--- src/rtl/imem_loader.sv ---
// Byte-stream boot loader: parses a counted, checksummed frame of 32-bit words
// into instruction memory and holds the SISC core in reset until a frame checks out.
module imem_loader #(
  parameter int ADDR_W = 8
) (
  input  logic              clk,
  input  logic              rst_f,
  input  logic              rx_valid,
  input  logic [7:0]        rx_data,
  output logic              rx_ready,
  input  logic              load_req,
  output logic              im_we,
  output logic [ADDR_W-1:0] im_waddr,
  output logic [31:0]       im_wdata,
  output logic              cpu_rst_f,
  output logic              busy,
  output logic              done,
  output logic              err,
  output logic [ADDR_W:0]   words_loaded
);

  typedef enum logic [2:0] {
    S_CNT_HI,
    S_CNT_LO,
    S_DATA,
    S_CSUM,
    S_DONE,
    S_ERR
  } state_t;

  localparam logic [31:0] MAX_WORDS = 32'd1 << ADDR_W;

  state_t              state_q, state_d;
  logic [15:0]         cnt_q, cnt_d;
  logic [31:0]         asm_q, asm_d;
  logic [1:0]          bidx_q, bidx_d;
  logic [7:0]          csum_q, csum_d;
  logic [ADDR_W:0]     words_q, words_d;
  logic [ADDR_W-1:0]   waddr_q, waddr_d;
  logic [31:0]         wdata_q, wdata_d;
  logic                we_q, we_d;
  logic                rx_ready_q, rx_ready_d;
  logic                busy_q, busy_d;
  logic                done_q, done_d;
  logic                err_q, err_d;
  logic                cpu_rst_q, cpu_rst_d;

  logic                accept;
  logic [15:0]         count_in;
  logic [31:0]         next_word;
  logic                load_state;

  assign accept    = rx_valid && rx_ready_q;
  assign count_in  = {cnt_q[15:8], rx_data};
  assign next_word = {asm_q[23:0], rx_data};

  always_comb begin
    state_d = state_q;
    cnt_d   = cnt_q;
    asm_d   = asm_q;
    bidx_d  = bidx_q;
    csum_d  = csum_q;
    words_d = words_q;
    waddr_d = waddr_q;
    wdata_d = wdata_q;
    we_d    = 1'b0;

    case (state_q)
      S_CNT_HI: begin
        if (accept) begin
          cnt_d   = {rx_data, 8'h00};
          csum_d  = 8'h00;
          bidx_d  = 2'd0;
          state_d = S_CNT_LO;
        end
      end
      S_CNT_LO: begin
        if (accept) begin
          cnt_d = count_in;
          if (count_in == 16'd0) begin
            state_d = S_CSUM;
          end else if (32'(count_in) > MAX_WORDS) begin
            state_d = S_ERR;
          end else begin
            state_d = S_DATA;
          end
        end
      end
      S_DATA: begin
        if (accept) begin
          asm_d  = next_word;
          csum_d = csum_q ^ rx_data;
          bidx_d = bidx_q + 2'd1;
          // The word address is the count of words already written, so it
          // stays in range even when the frame fills memory exactly.
          if (bidx_q == 2'd3) begin
            we_d    = 1'b1;
            wdata_d = next_word;
            waddr_d = words_q[ADDR_W-1:0];
            words_d = words_q + {{ADDR_W{1'b0}}, 1'b1};
            if ((32'(words_q) + 32'd1) == 32'(cnt_q)) begin
              state_d = S_CSUM;
            end
          end
        end
      end
      S_CSUM: begin
        if (accept) begin
          state_d = (rx_data == csum_q) ? S_DONE : S_ERR;
        end
      end
      S_DONE, S_ERR: begin
        if (load_req) begin
          state_d = S_CNT_HI;
          cnt_d   = 16'd0;
          bidx_d  = 2'd0;
          csum_d  = 8'h00;
          words_d = '0;
          waddr_d = '0;
        end
      end
      default: begin
        state_d = S_CNT_HI;
      end
    endcase
  end

  // Status outputs are registered from the next state so they change together
  // with the state itself.
  always_comb begin
    load_state = (state_d == S_CNT_HI) || (state_d == S_CNT_LO) ||
                 (state_d == S_DATA)   || (state_d == S_CSUM);
    rx_ready_d = load_state;
    busy_d     = load_state;
    done_d     = (state_d == S_DONE);
    err_d      = (state_d == S_ERR);
    cpu_rst_d  = (state_d == S_DONE);
  end

  always_ff @(posedge clk or negedge rst_f) begin
    if (!rst_f) begin
      state_q    <= S_CNT_HI;
      cnt_q      <= 16'd0;
      asm_q      <= 32'd0;
      bidx_q     <= 2'd0;
      csum_q     <= 8'h00;
      words_q    <= '0;
      waddr_q    <= '0;
      wdata_q    <= 32'd0;
      we_q       <= 1'b0;
      rx_ready_q <= 1'b1;
      busy_q     <= 1'b1;
      done_q     <= 1'b0;
      err_q      <= 1'b0;
      cpu_rst_q  <= 1'b0;
    end else begin
      state_q    <= state_d;
      cnt_q      <= cnt_d;
      asm_q      <= asm_d;
      bidx_q     <= bidx_d;
      csum_q     <= csum_d;
      words_q    <= words_d;
      waddr_q    <= waddr_d;
      wdata_q    <= wdata_d;
      we_q       <= we_d;
      rx_ready_q <= rx_ready_d;
      busy_q     <= busy_d;
      done_q     <= done_d;
      err_q      <= err_d;
      cpu_rst_q  <= cpu_rst_d;
    end
  end

  assign rx_ready     = rx_ready_q;
  assign im_we        = we_q;
  assign im_waddr     = waddr_q;
  assign im_wdata     = wdata_q;
  assign cpu_rst_f    = cpu_rst_q;
  assign busy         = busy_q;
  assign done         = done_q;
  assign err          = err_q;
  assign words_loaded = words_q;

endmodule

--- config.mk ---
export PLATFORM = sky130hd
export DESIGN_NAME = imem_loader
export DESIGN_NICKNAME = d
export VERILOG_FILES = /design/src/rtl/imem_loader.sv
export SDC_FILE = /design/constraint.sdc
export NUM_CORES = 1
export LEC_CHECK = 0
export ABC_CLOCK_PERIOD_IN_PS = 3100
export CAP_MARGIN = 20
export CORE_ASPECT_RATIO = 1.5
export CORE_UTILIZATION = 50
export DETAILED_ROUTE_END_ITERATION = 7
export GPL_ROUTABILITY_DRIVEN = 0
export GPL_TIMING_DRIVEN = 0
export PLACE_DENSITY = 0.85
export SETUP_SLACK_MARGIN = 0.4
export SKIP_CTS_REPAIR_TIMING = 1
export SLEW_MARGIN = 20
export SYNTH_ARGS = -nofsm -noshare
export SYNTH_HDL_FRONTEND = slang
export SYNTH_SLANG_ARGS = --single-unit
--- constraint.sdc ---
create_clock -name clk -period 3.1 [get_ports clk]
set_input_delay 0.62 -clock clk [delete_from_list [all_inputs] [get_ports clk]]
set_output_delay 0.62 -clock clk [all_outputs]
set_load 0.02 [all_outputs]
==> reports/metrics.yaml <==
floorplanning:
  die_h_um: 120
  ios: 67
  core_area_um2: 8880
  die_width_um: 80.5
  initial_utilization: 0.520
  dieArea_um2: 9630
  rows: 42
worst_setup_path:
  cpMostUsedCell: "nand2_1"
  rr_worst_depth: 8
  worstPathArrival_ns: 2.77
  start_kind: "input pin"
  path_cells: "clkdlybuf4s50_1, and4bb_2, nand2_1, inv_1, buf_2, buf_1, nand2_1, o21ai_0"
  crit_slowest_cell: "clkdlybuf4s50_1"
  max_stage_delay_ns: 0.54
  crit_path_max_fanout: 10
  path_class: "in2reg"
  cp_data_required_time_ns: 3.37
  r2r-start: "state_q[2]$_DFF_PN0_"
  rr_endpoint: "words_loaded[8]$_DFFE_PN0P_"
  critPathCaptureType: "register"
  r2r_slack_ns: 0.81
yosys:
  synth.most_common_cell: "nand2_1"
  synth_edf_count: 0
  synth.distinct_cells: 39
  yosysWarnings: 0
  ys_seq_elements: 106
  synth_top_cells_by_count: "nand2_1, dfrtp_1, o21ai_0, clkbuf_1, nor2_1"
  synth.area.top_cells: "dfrtp_1, nand2_1, o21ai_0"
  synth-async-reset-ratio: 1.00
  synth_area_per_cell_um2: 8.93
  synthCells: 517
  ys_seq_area_frac: 0.575
  yosysTopAreaCellShare: 0.569
  syn_nets: 531
  syn_area_um2: 4620
  synth.largest_area_cell: "dfrtp_1"
  synth_flop_cell: "dfrtp_1"
hold_path:
  hold_path.class: "in2async"
job:
  cap_violations: 0
global_routing:
  grtUsageMet3: 0.0297
  grt_usage: 0.242
  met1_usage: 0.297
  grt_use_met2: 0.402
  grt_max_degree: 82
  antenna_found_initial: 0
  grt_busiest_layer: "met2"
  grt_first_pass_wirelength_um: 17700
  grt_overflow_total: 0
  first_global_vias: 3730
routing:
  dr.first_iter.drc_count: 326
  num_vias: 3867
  antenna_left: 0
  drt-total-wl_um: 10700
  drt_drc_violations_left: 0
  vias_per_cell: 5.51
  routedWlPerCell_um: 15.2
  drt-pass1-iter-count: 5
cts:
  worstSkewPairLatency_ns: 0.36
  cts_tree: "yes"
  clk_pin_slew_ns: 0.07
  numCtsBuffers: 9
  cts_num_sinks: 106
  clockBufferDepth: 2
  cts_htree_levels: 3
  cts_root_buf: "clkbuf_16"
final_layout:
  syn2layout_area_growth_pct: 22.6
  n_antenna_cell: 0
  multi_input_area_um2: 1780
  regArea_um2: 2650
  fill_cells: 693
  drive_gt1_frac: 0.0507
  nets: 601
  fin_cells: 702
sta:
  drv_slew: 0
  slew-limit-headroom: 0.531
  fin_skew_ns: 0.00643
  finalSetupViolCount: 0
  fin_crit_sh: 0.808
  timing.fmax_ghz: 0.399
  rsz0062_at_grt: "no"
  fin_tns_setup_ns: 0
  worst_pin_slew_ns: 0.704
  hold_viol_final: 0
  hold_ws_ns: 0.118
  period_needed_ns: 2.50
  fin_ws_ns: 0.595
power_and_ir_drop:
  leakagePower_nw: 2.77
  irDropWorstVdd_uv: 371
  cellPowerDensity_nw_per_um2: 627
  total_power_mw: 3.55
placed_design:
  place_hpwl_um: 7470
  dp_cells: 686
  dp_slack_ns: 0.275
  io_buffers: 58
outcome:
  status: "finished, final reports clean"
[routing by layer]
layer	share of wire	vias up
li1	-	1819
met4	0.038	0
met1	0.41	1885
met2	0.51	133
met3	0.044	30
met5	0	-
[where the power goes]
part | internal [mW] | switching (mW) | leakage [nW]
Combinational | 0.280 | 0.429 | 1.18
Clock | 0.632 | 0.506 | 0.137
Sequential | 1.56 | 0.143 | 1.45
Total | 2.47 | 1.08 | 2.77
[stage by stage]
| stage | util | cell area (µm²) |
|---|---|---|
| floorplan | - | 4620 |
| global placement | 0.601 | 5330 |
| detailed placement | 0.604 | 5360 |
| CTS | 0.637 | 5660 |
| global route | 0.637 | 5660 |
| finish | 0.637 | 5660 |
[cell type report]
type | count | share of cell area
clock buffers | 11 | 0.0411
clock inverters | 5 | 0.0111
plain buffers | 34 | 0.0250
flip-flops and latches | 106 | 0.469
multi-input cells | 365 | 0.314
well taps | 110 | 0.0243
repair buffers | 59 | 0.108
inverters | 12 | 0.00796
[flip-flops by register name (all words and copies together) (netlist names)]
register	cells
csum_q	8
im_waddr	8
busy	1
asm_q	24
im_we	1
bidx_q	2
words_loaded	9
cpu_rst_f	1
err	1
im_wdata	32
cnt_q	16
state_q	3
[cell usage in the layout, fill, tap and decap left out, types with 3 or more instances in the layout]
| cell type | n |
|---|---|
| and2_1 | 3 |
| nor4_1 | 4 |
| nand3_1 | 13 |
| inv_1 | 12 |
| dfrtp_1 | 105 |
| xor2_1 | 4 |
| nand2_1 | 204 |
| nand4_1 | 3 |
| clkbuf_1 | 25 |
| o21ai_0 | 53 |
| buf_2 | 5 |
| nor2_1 | 20 |
| buf_1 | 4 |
| xnor2_1 | 16 |
| a21oi_1 | 5 |
| and4_1 | 3 |
| clkdlybuf4s50_1 | 57 |
| clkbuf_16 | 9 |
| a22o_1 | 9 |
[worst max-delay path by stage]
stage | startpoint | endpoint | slack, ns
6_report | rx_valid | words_loaded[8]$_DFFE_PN0P_ | 0.60
5_1_grt | rx_valid | words_loaded[6]$_DFFE_PN0P_ | 0.42
4_1_cts | rx_valid | words_loaded[8]$_DFFE_PN0P_ | 0.62
3_5_place_dp | rx_valid | words_loaded[8]$_DFFE_PN0P_ | 0.27
3_3_place_gp | rst_f | cnt_q[10]$_DFFE_PN0P_ | -2.28
2_1_floorplan | cnt_q[11]$_DFFE_PN0P_ | state_q[0]$_DFF_PN0_ | 1.10
[critical path: cells and delay by family]
| kind | cells | cell delay, ns |
|---|---|---|
| AO/OA/AOI/OAI | 1 | 0.18 |
| AND/OR/NAND/NOR | 3 | 0.60 |
| buffers and inverters | 4 | 1.37 |
[kinds of logic (layout without fill, tap and decap cells)]
logic type / Yosys count / count (layout) / share of synthesized area
XOR/XNOR: 20 / 20 / 0.0379
AO/OA/AOI/OAI: 76 / 76 / 0.0957
flip-flops: 106 / 106 / 0.575
adder cells (fa/ha/maj): 2 / 2 / 0.00542
buffers and inverters: 46 / 121 / 0.0404
AND/OR/NAND/NOR: 267 / 267 / 0.246
(Power assumes the default switching activity.)
